File: config.mk
export PLATFORM = sky130hd
export DESIGN_NAME = fpmult_scheduler
export DESIGN_NICKNAME = d
export VERILOG_FILES = /design/src/rtl/fpmult_pkg.sv /design/src/rtl/fpmult_res_fifo.sv /design/src/rtl/fpmult_scheduler.sv
export SDC_FILE = /design/constraint.sdc
export NUM_CORES = 1
export LEC_CHECK = 0
export ABC_CLOCK_PERIOD_IN_PS = 2430
export BUFFER_PORTS_ARGS = -buffer_cell sky130_fd_sc_hd__buf_2
export CAP_MARGIN = 30
export CORE_UTILIZATION = 40
export CTS_CLUSTER_SIZE = 40
export DETAILED_ROUTE_END_ITERATION = 16
export PLACE_DENSITY = 0.72
export RECOVER_POWER = 100
export SLEW_MARGIN = 20
export SYNTH_ARGS = -nofsm -noshare
export SYNTH_HDL_FRONTEND = slang
export SYNTH_SLANG_ARGS = --single-unit
File: constraint.sdc
create_clock -name clk -period 2.43 [get_ports clk]
set_input_delay 0.243 -clock clk [delete_from_list [all_inputs] [get_ports clk]]
set_output_delay 0.243 -clock clk [all_outputs]
set_load 0.01 [all_outputs]
File: src/rtl/fpmult_pkg.sv
// Shared constants for the FP multiplier scheduler and the multiplier datapath it feeds.
package fpmult_pkg;

    localparam int unsigned LAT_DEFAULT   = 4;
    localparam int unsigned DEPTH_DEFAULT = 4;
    localparam int unsigned OP_W          = 32;
    localparam int unsigned EXC_W         = 7;
    localparam int unsigned RES_W         = EXC_W + OP_W;

endpackage

File: src/rtl/fpmult_res_fifo.sv
// First-word-fall-through result FIFO, one per requester.
module fpmult_res_fifo
    import fpmult_pkg::*;
#(
    parameter int unsigned DEPTH = DEPTH_DEFAULT
) (
    input  logic                   clk,
    input  logic                   rst_n,
    input  logic                   push,
    input  logic [RES_W-1:0]       push_d,
    input  logic                   pop,
    output logic                   vld,
    output logic [RES_W-1:0]       head,
    output logic [$clog2(DEPTH):0] count
);

    localparam int unsigned AW = $clog2(DEPTH);

    logic [RES_W-1:0] mem [DEPTH];
    logic [AW:0]      wr_ptr;
    logic [AW:0]      rd_ptr;
    logic             pop_ok;

    assign vld    = (wr_ptr != rd_ptr);
    assign pop_ok = pop & vld;
    assign head   = mem[rd_ptr[AW-1:0]];
    assign count  = wr_ptr - rd_ptr;

    // Pointers wrap modulo DEPTH; the extra MSB separates full from empty.
    always_ff @(posedge clk or negedge rst_n) begin
        if (!rst_n) begin
            wr_ptr <= '0;
            rd_ptr <= '0;
        end else begin
            if (push) begin
                wr_ptr <= wr_ptr + 1'b1;
            end
            if (pop_ok) begin
                rd_ptr <= rd_ptr + 1'b1;
            end
        end
    end

    // Storage write; contents are meaningless until the pointers say otherwise.
    always_ff @(posedge clk) begin
        if (push) begin
            mem[wr_ptr[AW-1:0]] <= push_d;
        end
    end

endmodule

File: src/rtl/fpmult_scheduler.sv
// Round-robin scheduler sharing one fixed-latency FP multiplier between two
// requesters, with credit-limited per-requester result FIFOs.
module fpmult_scheduler
    import fpmult_pkg::*;
#(
    parameter int unsigned LAT   = LAT_DEFAULT,
    parameter int unsigned DEPTH = DEPTH_DEFAULT
) (
    input  logic              clk,
    input  logic              rst_n,
    input  logic              en,
    input  logic [1:0]        req_vld,
    output logic [1:0]        req_rdy,
    input  logic [OP_W-1:0]   req_a0,
    input  logic [OP_W-1:0]   req_b0,
    input  logic [OP_W-1:0]   req_a1,
    input  logic [OP_W-1:0]   req_b1,
    output logic              mul_vld,
    output logic [OP_W-1:0]   mul_a,
    output logic [OP_W-1:0]   mul_b,
    input  logic [OP_W-1:0]   mul_res,
    input  logic [EXC_W-1:0]  mul_exc,
    input  logic              mul_res_vld,
    output logic [1:0]        res_vld,
    input  logic [1:0]        res_rdy,
    output logic [RES_W-1:0]  res_d0,
    output logic [RES_W-1:0]  res_d1,
    output logic              busy
);

    localparam int unsigned   CW         = $clog2(DEPTH) + 1;
    localparam logic [CW-1:0] CREDIT_MAX = CW'(DEPTH);

    logic [CW-1:0]    credit [2];
    logic [CW-1:0]    cnt0;
    logic [CW-1:0]    cnt1;
    logic [1:0]       elig;
    logic [1:0]       cand;
    logic [1:0]       grant;
    logic [1:0]       push;
    logic [1:0]       pop;
    logic             gid;
    logic             rr_ptr;
    logic [LAT-1:0]   tag_vld;
    logic [LAT-1:0]   tag_id;
    logic             tag_out_vld;
    logic             tag_out_id;
    logic             err;
    logic [RES_W-1:0] push_d;

    // Eligibility: a requester may issue only while it holds a free FIFO slot.
    always_comb begin
        elig = '0;
        for (int unsigned i = 0; i < 2; i++) begin
            elig[i] = (credit[i] < CREDIT_MAX);
        end
    end

    // Gating with rst_n keeps handshakes dead while reset is held.
    assign cand = req_vld & elig & {2{en & rst_n}};

    // Round-robin pick between the valid, eligible requesters.
    always_comb begin
        grant = cand;
        if (cand == 2'b11) begin
            grant = rr_ptr ? 2'b10 : 2'b01;
        end
    end

    assign gid     = grant[1];
    assign req_rdy = grant;
    assign mul_vld = |grant;
    assign mul_a   = grant[1] ? req_a1 : (grant[0] ? req_a0 : '0);
    assign mul_b   = grant[1] ? req_b1 : (grant[0] ? req_b0 : '0);

    // Priority pointer flips to the other requester after each grant.
    always_ff @(posedge clk or negedge rst_n) begin
        if (!rst_n) begin
            rr_ptr <= 1'b0;
        end else if (mul_vld) begin
            rr_ptr <= ~gid;
        end
    end

    // Tag pipeline mirrors the multiplier so each result finds its owner.
    always_ff @(posedge clk or negedge rst_n) begin
        if (!rst_n) begin
            tag_vld <= '0;
            tag_id  <= '0;
        end else begin
            tag_vld[0] <= mul_vld;
            tag_id[0]  <= gid;
            for (int unsigned s = 1; s < LAT; s++) begin
                tag_vld[s] <= tag_vld[s-1];
                tag_id[s]  <= tag_id[s-1];
            end
        end
    end

    assign tag_out_vld = tag_vld[LAT-1];
    assign tag_out_id  = tag_id[LAT-1];
    assign push[0]     = tag_out_vld & mul_res_vld & ~tag_out_id;
    assign push[1]     = tag_out_vld & mul_res_vld & tag_out_id;
    assign push_d      = {mul_exc, mul_res};
    assign pop         = res_vld & res_rdy;

    // Sticky flag for a result strobe that disagrees with the tag pipeline.
    always_ff @(posedge clk or negedge rst_n) begin
        if (!rst_n) begin
            err <= 1'b0;
        end else begin
            err <= err | (tag_out_vld ^ mul_res_vld);
        end
    end

    // Credits count in-flight plus buffered results, so FIFO pushes never overflow.
    always_ff @(posedge clk or negedge rst_n) begin
        if (!rst_n) begin
            credit[0] <= '0;
            credit[1] <= '0;
        end else begin
            for (int unsigned i = 0; i < 2; i++) begin
                case ({grant[i], pop[i]})
                    2'b10:   credit[i] <= credit[i] + 1'b1;
                    2'b01:   credit[i] <= credit[i] - 1'b1;
                    default: credit[i] <= credit[i];
                endcase
            end
        end
    end

    fpmult_res_fifo #(.DEPTH(DEPTH)) u_fifo0 (
        .clk    (clk),
        .rst_n  (rst_n),
        .push   (push[0]),
        .push_d (push_d),
        .pop    (pop[0]),
        .vld    (res_vld[0]),
        .head   (res_d0),
        .count  (cnt0)
    );

    fpmult_res_fifo #(.DEPTH(DEPTH)) u_fifo1 (
        .clk    (clk),
        .rst_n  (rst_n),
        .push   (push[1]),
        .push_d (push_d),
        .pop    (pop[1]),
        .vld    (res_vld[1]),
        .head   (res_d1),
        .count  (cnt1)
    );

    assign busy = (|tag_vld) | (cnt0 != '0) | (cnt1 != '0)
                | (credit[0] != '0) | (credit[1] != '0);

endmodule

# Yosys cells after proc, flatten, opt, wreduce, memory -nomap -nowiden
# Memories as Yosys holds them, arrays and structs flattened.
# Index checks and enable logic that the tools add are counted.
[totals]
out_inout_bits = 148
word_cells = 65
mem_count = 2
mem_bits_rw = 312
ff_bits = 27
inputBits = 175
[memory_table]
columns = ["name", "depth", "width", "rd", "rd_clocked_by_memory_dff", "write_ports", "line", "rtl"]
rows = [
  ["u_fifo0.mem", 4, 39, 1, 0, 1, "fpmult_res_fifo.sv:19", "logic [RES_W-1:0] mem [DEPTH];"],
  ["u_fifo1.mem", 4, 39, 1, 0, 1, "fpmult_res_fifo.sv:19", ""],
]
[op_classes]
add_sub_neg = 10
mux = 12
eq_ne = 7
n_bitwise = 15
n_reduce_logical = 8
magnitude_cmp = 2
[ops]
columns = ["operator", "count"]
rows = [
  ["$mux 32", 4],
  ["$add 3x1->3 const B", 6],
  ["$pmux 3 s2", 2],
  ["$reduce_bool 3->1", 4],
  ["$and 1x1->1", 6],
  ["$and 2x2->2", 3],
  ["$eq 2x2->1 const B", 3],
  ["$lt 3x3->1 const B", 2],
  ["$ne 3x3->1", 2],
  ["$sub 3x1->3 const B", 2],
  ["$sub 3x3->3", 2],
  ["$eq 2x1->1 const B", 2],
  ["$mux 1", 4],
  ["$mux 2", 2],
  ["$or 1x1->1", 4],
  ["$reduce_bool 2->1", 2],
  ["$reduce_or 4->1", 1],
  ["$not 1->1", 2],
  ["$reduce_or 2->1", 1],
]

# Logic depth before layout (Yosys ltp)
# Gate-level depths: netlist of run 1.
[logic_depth]
ltp_word = 7
mapped_depth = 13
ltp_nobuf = 11

# Modules after synthesis
# From an unflattened synthesis of run 1, not the netlist that was laid out.
[unflattened]
hier_cells = 768
area_unflattened_um2 = 14091.0
[modules_own_cells]
columns = ["module", "area_per_inst_um2", "instances", "seq_area_each_um2", "cells_per_inst"]
rows = [
  ["fpmult_res_fifo", 6037.0, 2, 4834.6, 245],
  ["fpmult_scheduler", 2016.9, 1, 375.4, 278],
]

# Least setup slack after synthesis of run 1
# No wires, ideal clock.
[synth_timing]
path_kind = "flip-flop to flip-flop"
start = "register u_fifo1.rd_ptr[1]"
end = "register credit[2] (netlist bit)"
setup_time_ns = 0.125
t_required_ns = 2.305
t_arrival_ns = 2.560
path_stages_with_launch = 13
path_buffers = 2
slack_ns = -0.255
synth_period_minus_slack_ns = 2.685
path_cell_list = "dfrtp_1 -> clkbuf_1 -> clkbuf_1 -> inv_1 -> ha_1 -> nand2_1 -> o21ai_0 -> inv_1 -> ha_1 -> fa_1 -> xnor2_1 -> nor2_1 -> xor2_1"
[synth_via]
elab_chain_len = 4
word_cells_on_any_way = 6
classes_between = "3 x eq/ne; 1 x mux; 1 x bitwise; 1 x reduce/logical"
[synth_lines]
columns = ["element", "line", "rtl"]
rows = [
  ["start, declared", "fpmult_res_fifo.sv:21", "logic [AW:0] rd_ptr;"],
  ["start signal, assigned", "fpmult_res_fifo.sv:39", "rd_ptr <= rd_ptr + 1'b1;"],
  ["$ne 3x3->1 (*)", "fpmult_res_fifo.sv:24", "assign vld = (wr_ptr != rd_ptr);"],
  ["$and 2x2->2 (*)", "fpmult_scheduler.sv:105", "assign pop = res_vld & res_rdy;"],
  ["$eq 2x1->1 or $eq 2x2->1 (tied branches)", "fpmult_scheduler.sv:123", "case ({grant[i], pop[i]})"],
  ["$pmux 3 s2 or $reduce_bool 2->1 (tied branches)", "-", ""],
  ["end signal, assigned by index", "fpmult_scheduler.sv:124", "2'b10: credit[i] <= credit[i] + 1'b1;"],
  ["end signal, assigned by index", "fpmult_scheduler.sv:125", "2'b01: credit[i] <= credit[i] - 1'b1;"],
  ["end signal, assigned by index", "fpmult_scheduler.sv:126", "default: credit[i] <= credit[i];"],
  ["end, declared", "fpmult_scheduler.sv:34", "logic [CW-1:0] credit [2];"],
]
# Every way passes the cells marked *; elsewhere a longest branch is shown, timed or not.
# A chain may end at the register's enable or synchronous reset.

# Worst setup path after layout of run 1
[layout_timing]
start = "register u_fifo0.rd_ptr[1]"
end = "output port busy"
[layout_via]
elab_chain_len = 6
[layout_lines]
columns = ["element", "line", "rtl"]
rows = [
  ["start, declared", "fpmult_res_fifo.sv:21", ""],
  ["start signal, assigned", "fpmult_res_fifo.sv:39", ""],
  ["$sub 3x3->3", "fpmult_res_fifo.sv:27", "assign count = wr_ptr - rd_ptr;"],
  ["$reduce_bool 3->1", "fpmult_scheduler.sv:154", "assign busy = (|tag_vld) | (cnt0 != '0) | (cnt1 != '0)"],
  ["$or 1x1->1 (2 in series)", "fpmult_scheduler.sv:154", ""],
  ["$or 1x1->1 (2 in series)", "fpmult_scheduler.sv:155", "| (credit[0] != '0) | (credit[1] != '0);"],
  ["end, declared", "fpmult_scheduler.sv:28", "output logic busy"],
]
# No other way between the ends.

==> results of run 1 <==
-- placed cells by master (no fill, tap or decap), types with 14 or more instances in the layout --
cell type	netlist	routed
edfxtp_1	312	312
dlygate4sd3_1	0	17
a21oi_1	65	63
ha_1	16	14
clkbuf_1	23	48
buf_2	28	283
clkbuf_16	0	37
dfrtp_1	27	22
mux4_2	78	78
nand3_1	132	130
-- layout make-up --
type	instances	area (um2)	area share, %
Sequential cell	339	10100	57.9
Multi-Input combinational cell	357	3530	20.3
Timing Repair Buffer	365	2100	12.1
Clock buffer	43	927	5.34
Tap cell	448	561	3.23
Clock inverter	15	140	0.807
Inverter	13	48.8	0.281
-- state kept, by name, summed over array words and instances (netlist names) --
signal          cells
credit              6
rr_ptr              1
tag_id              4
tag_vld             4
u_fifo0.mem       156
u_fifo0.rd_ptr      3
u_fifo0.wr_ptr      3
u_fifo1.mem       156
u_fifo1.rd_ptr      3
u_fifo1.wr_ptr      3
-- worst min-delay path by stage --
stage | endpoint | cells past startpoint
final | u_fifo1.rd_ptr[0] | 3
after detailed placement | credit[3] | 2
after CTS | u_fifo1.mem[0][11] | 1
after floorplan | credit[0] | 0
after global placement | credit[3] | 2
after global routing | u_fifo1.rd_ptr[0] | 3
-- cell families after synthesis --
logic type	Yosys count	share of synthesized area, %
flip-flops	339	72.8
multiplexers	82	13.1
buffers and inverters	72	2.27
adder cells (fa/ha/maj)	18	1.74
AND/OR/NAND/NOR	164	6.19
XOR/XNOR	18	1.14
AO/OA/AOI/OAI	75	2.80
-- layer usage --
layer,up-vias,wire (um),track usage [%]
met3,41,2540,4.32
met4,0,478,3.78
met1,4288,14400,26.7
met5,-,0,0
li1,3753,-,-
met2,343,15900,29.2
-- stage by stage --
stage                     setup TNS (ns)  hold WS [ns]  worst slack, ns
final                            -0.0429        0.0495          -0.0429
after floorplan                        0       -0.0526           0.0258
after CTS                         -0.447      0.000979          -0.0863
after global routing              -0.147        0.0429           -0.137
after global placement                 0         0.215            0.242
after detailed placement               0         0.219            0.194
-- power by group --
group / total, mW / internal [mW] / switching [mW]
Sequential: 6.86 / 6.66 / 0.205
Clock: 5.03 / 2.93 / 2.11
Combinational: 5.53 / 2.55 / 2.98
-- worst max-delay path: stages (launching register included) --
cell     delay (ns)
dfrtp_2        0.40
inv_2          0.07
ha_4           0.20
and2b_2        0.19
or3_1          0.31
a221o_1        0.40
buf_2          0.17
-- timing repair --
item / CTS / global route
resized for setup: 10 / 7
hold buffers: 17 / 0
setup endpoints to repair: 43 / 65
pin swaps: 2 / 0
gates cloned: 0 / 1
hold endpoints to repair: 136 / 0
setup buffers: 2 / 0
==> results.py, run 1 <==
metrics = {
    "logic_synthesis": {
        "post-synth-top-area-fraction_pct": 67.9,
        "synth.ff_latch_count": 339,
        "synth_largest_area_cell": "edfxtp_1",
        "synth_area_per_cell_um2": 18.0,
        "fraction_of_registers_with_async_set_or_reset_after_synthesis_pct": 7.96,
        "synth.distinct_cells": 33,
        "yosys.cell_count.top_type": "edfxtp_1",
        "synth_enable_flop_cells": 312,
        "synthCells": 768,
        "synthesis.yosys.warnings": 0,
        "synth_top_cells_by_area": "edfxtp_1, mux4_2, dfrtp_1",
        "seq_area_frac_synth_pct": 72.8,
        "synth_nets": 961,
        "synth.cells.most_frequent": "edfxtp_1, nand3_1, mux4_2",
        "post_synth_instance_area_um2": 13800,
        "synth-main-ff-cell": "edfxtp_1",
    },
    "clock_network": {
        "cts_inserted_buffers": 35,
        "tritoncts": "yes",
        "clk-insertion-delay-late_ns": 0.51,
        "clk_root_buffer_cell": "clkbuf_16",
        "clk_pin_slew_worst_paths_ns": 0.06,
        "ctsLongestPathBuffers": 3,
        "cts.sink_count": 339,
        "htreeDepth": 2,
    },
    "floorplan": {
        "fp.dieW_um": 188,
        "ioPinCount": 323,
        "design.core.area_um2": 33700,
        "dieArea_um2": 35200,
        "placement_rows": 67,
        "initial_core_util_pct": 40.9,
        "die_y_um": 188,
    },
    "drt": {
        "drc": 0,
        "firstDrtPassIters": 5,
        "via_count": 8425,
        "wl_per_cell_um": 21.1,
        "route.final.wire_length_um": 33300,
        "drtIter0Drc": 780,
        "routed_via_density": 5.33,
        "route.antenna.remaining_nets": 0,
    },
    "flow_run": {
        "max_cap_viol_count": 0,
    },
    "global_route": {
        "number_of_global_route_vias_before_repair": 8348,
        "global_route.usage.total_pct": 18.6,
        "grt_antenna_before_repair": 0,
        "grt_start_max_net_pins": 67,
        "global_route_wire_length_before_repair_um": 49700,
        "grt.overflow.total": 0,
    },
    "critical_path": {
        "setup.worst_path.end": "busy",
        "timing.reg2reg.setup_slack_ns": 0.16,
        "crit_arrival_ns": 2.23,
        "crit_path_max_fanout": 3,
        "path_class": "reg -> out",
        "critPathRequiredTime_ns": 2.19,
        "endpoint_kind": "output port",
        "kind_of_start_point_of_the_critical_path": "flop",
        "r2r-end": "credit[2]",
        "worst-r2r-cell-count": 9,
        "worst_setup_path_startpoint": "u_fifo0.rd_ptr[1]",
        "critical_path.reg2reg.startpoint": "u_fifo1.rd_ptr[0]",
    },
    "sta": {
        "drv_slew": 0,
        "rsz0062_at_grt": "yes",
        "timing_hold_violations_final": 0,
        "final_critical_path_setup_slack_ns": -0.0429,
        "slew-limit-headroom_pct": 51.4,
        "worst_slew_pin_slew_ns": 0.730,
        "setup-violations-final": 1,
        "timing.final.crit_share_pct": 102,
        "fmax_mhz": 404,
        "period_needed_ns": 2.47,
        "finalClockSkew_ns": 0.0204,
    },
    "placement": {
        "final_weighted_congestion_of_routability_driven_global_placement": 0.735,
        "placed_wire_length_estimate_um": 20000,
        "numPortBuffers": 322,
        "place_inst": 1502,
        "instance_area_at_placement_um2": 16100,
    },
    "power": {
        "leakagePower_nw": 6.27,
        "vdd_ir_drop_max_mv": 0.551,
        "post-layout-total-power_mw": 17.4,
        "p_per_area_nw_per_um2": 1000,
    },
    "outcome": {
        "outcome": "finished with violations",
        "failing_checks": "setup timing",
    },
    "layout": {
        "post-route-cell-area_um2": 17400,
        "final_net_count": 1304,
        "antenna_cells_inserted": 0,
        "fin_cells": 1580,
        "finalCoreUtilization_pct": 51.5,
        "drive_above_1_share_pct": 40.7,
        "fillers": 2792,
        "synthToLayoutAreaGrowth_pct": 25.8,
    },
    "hold_path": {
        "hp-class": "in -> reg",
        "worstHoldStart": "res_rdy[1]",
    },
}
Power figures use the tool's default switching activity.
==> run 2, diff against run 1 <==
--- a/config.mk
+++ b/config.mk
@@ -11,6 +11,7 @@
 export CORE_UTILIZATION = 40
 export CTS_CLUSTER_SIZE = 40
 export DETAILED_ROUTE_END_ITERATION = 16
+export MAX_ROUTING_LAYER = met4
 export PLACE_DENSITY = 0.72
 export RECOVER_POWER = 100
 export SLEW_MARGIN = 20
==> constraint.sdc (replaced) <==
create_clock -name clk -period 2.43 [get_ports clk]
set_input_delay 0.486 -clock clk [delete_from_list [all_inputs] [get_ports clk]]
set_output_delay 0.486 -clock clk [all_outputs]
set_load 0.01 [all_outputs]
==> run 2 against run 1 <==
The flow still finishes with violations (setup timing). Sequential power is 0.6% higher. Global-route usage is 1.8 points higher. Largest power group is now combinational logic. Sequential share of layout area is 7.9 points lower. Routed wire length is 25% higher. Power is 23% higher. First-iteration DRC count is 7.7% lower. Clock power is 4.8% higher. Fmax is 9.6% lower. Die area stayed put.
==> results.py, run 2 (synthesized netlist as in run 1, its figures left out) <==
metrics = {
    "clock_network": {
        "cts_inserted_buffers": 35,
        "clk-insertion-delay-late_ns": 0.52,
        "ctsLongestPathBuffers": 3,
        "tritoncts": "yes",
        "cts.sink_count": 339,
        "clk_root_buffer_cell": "clkbuf_16",
        "clk_pin_slew_worst_paths_ns": 0.06,
        "htreeDepth": 2,
    },
    "drt": {
        "firstDrtPassIters": 5,
        "routed_via_density": 5.67,
        "drc": 0,
        "wl_per_cell_um": 25.4,
        "via_count": 9291,
        "drtIter0Drc": 720,
        "route.antenna.remaining_nets": 0,
        "route.final.wire_length_um": 41700,
    },
    "global_route": {
        "grtUsageMet3_pct": 4.81,
        "grt.overflow.total": 0,
        "grt_start_max_net_pins": 65,
        "grt_antenna_before_repair": 1,
        "met1_usage_pct": 28.2,
        "met2_routing_resource_usage_after_global_routing_pct": 30.8,
        "global_route.peak_usage_layer": "met2",
        "global_route.usage.total_pct": 20.4,
        "number_of_global_route_vias_before_repair": 8509,
        "global_route_wire_length_before_repair_um": 52000,
    },
    "layout": {
        "leading_cell_types_in_the_layout_fill_and_taps_excluded": "edfxtp_1, buf_2, mux4_2",
        "fin_cells": 1640,
        "final_net_count": 1358,
        "fillers": 2418,
        "synthToLayoutAreaGrowth_pct": 45.6,
        "post-route-cell-area_um2": 20100,
        "final-seq-area_um2": 10100,
        "drive_above_1_share_pct": 58.1,
        "mostFrequentLayoutCell": "edfxtp_1",
        "multi_input_area_um2": 4650,
    },
    "placement": {
        "instance_area_at_placement_um2": 16100,
        "final_weighted_congestion_of_routability_driven_global_placement": 0.855,
        "place_inst": 1505,
        "numPortBuffers": 322,
        "placed_wire_length_estimate_um": 19700,
    },
    "power": {
        "power.share.switching_pct": 32.0,
        "vdd_ir_drop_max_mv": 0.761,
        "power.share.sequential_pct": 32.2,
        "leakagePower_nw": 7.13,
        "clockPowerShare_pct": 24.6,
        "internal_power_mw": 14.6,
        "pwr-share-comb_pct": 43.2,
        "post-layout-total-power_mw": 21.4,
        "p_per_area_nw_per_um2": 1070,
        "switching_power_mw": 6.85,
    },
    "critical_path": {
        "critical_path.reg2reg.startpoint": "credit[2]",
        "crit_arrival_ns": 2.25,
        "critPathRequiredTime_ns": 1.94,
        "worst_setup_path_startpoint": "u_fifo1.rd_ptr[1]",
        "crit_path_max_fanout": 4,
        "path_class": "reg -> out",
        "endpoint_kind": "output port",
        "kind_of_start_point_of_the_critical_path": "flop",
    },
    "sta": {
        "timing.final.crit_share_pct": 113,
        "timing_hold_violations_final": 0,
        "rsz0062_at_grt": "yes",
        "period_needed_ns": 2.74,
        "setup-violations-final": 137,
        "slew-limit-headroom_pct": 3.14,
        "worst_slew_pin_slew_ns": 1.45,
        "finalClockSkew_ns": 0.0188,
        "drv_slew": 0,
        "fmax_mhz": 365,
        "final_critical_path_setup_slack_ns": -0.306,
    },
    "floorplan": {
        "ioPinCount": 323,
        "design.core.area_um2": 33700,
        "dieArea_um2": 35200,
        "fp.dieW_um": 188,
        "initial_core_util_pct": 40.9,
        "die_y_um": 188,
        "placement_rows": 67,
    },
    "outcome": {
        "failing_checks": "setup timing",
        "outcome": "finished with violations",
    },
    "hold_path": {
        "hp-class": "in -> reg",
        "worstHoldStart": "mul_res[24]",
    },
    "flow_run": {
        "max_cap_viol_count": 0,
    },
}
-- run 2: worst paths after layout --
kind | depth (start not counted) | to | slack (ns)
setup reg to reg | 11 | credit[5] | -0.05
hold / removal | 1 | u_fifo1.mem[2][24] | 0.31
min in group asynchronous | 4 | u_fifo1.rd_ptr[2] | 1.25
max in group asynchronous | 4 | u_fifo0.rd_ptr[0] | 0.15
setup / recovery | 6 | busy | -0.31
hold reg to reg | 0 | tag_id[1] | 0.35
-- run 2: routing by layer --
| layer | vias to the layer above | share of wire [%] | wire length, um |
|---|---|---|---|
| met5 | - | 0 | 0 |
| met4 | 0 | 2.9 | 1220 |
| met3 | 131 | 7.7 | 3210 |
| met2 | 463 | 48 | 19900 |
| met1 | 4796 | 42 | 17300 |
| li1 | 3901 | - | - |
-- run 2: cell type report --
| type | instances | share of cell area, % |
|---|---|---|
| Sequential cell | 339 | 50.1 |
| Multi-Input combinational cell | 358 | 23.2 |
| Timing Repair Buffer | 418 | 18.0 |
| Clock buffer | 45 | 4.65 |
| Tap cell | 448 | 2.79 |
| Clock inverter | 17 | 1.02 |
| Inverter | 13 | 0.243 |
| Antenna cell | 2 | 0.0249 |
-- run 2: critical path, cell delays in order (launching register included) --
cell and delay [ns]:
dfrtp_2 0.42, inv_2 0.07, ha_4 0.21, nor2b_1 0.14, or3_1 0.33, a221o_1 0.40, buf_6 0.15
-- run 2: power by group through the flow --
stage / Combinational (mW) / Clock (mW) / Sequential, mW
floorplan: 3.63 / 0 / 6.91
global placement: 5.42 / 0 / 6.95
detailed placement: 5.50 / 0 / 6.96
CTS: 6.67 / 5.38 / 6.86
global route: 9.69 / 5.61 / 6.92
finish: 9.25 / 5.27 / 6.90
-- run 2: repair_timing --
action,in CTS,in global routing
resized for setup,49,314
buffers inserted,13,20
setup endpoints to repair,143,143
pin swaps,12,138
gates cloned,14,22
hold endpoints to repair,27,0
hold buffers,2,0
-- run 2: metrics by stage --
step	hold WS [ns]	util (%)	worst slack, ns	TNS [ns]
6_report	0.310	59.6	-0.306	-13.84
4_1_cts	0.213	53.4	-0.277	-8.17
3_3_place_gp	0.335	47.8	0.157	0
2_1_floorplan	0.190	-	0.0250	0
5_1_grt	0.296	59.6	-0.370	-23.56
3_5_place_dp	0.335	47.8	0.161	0
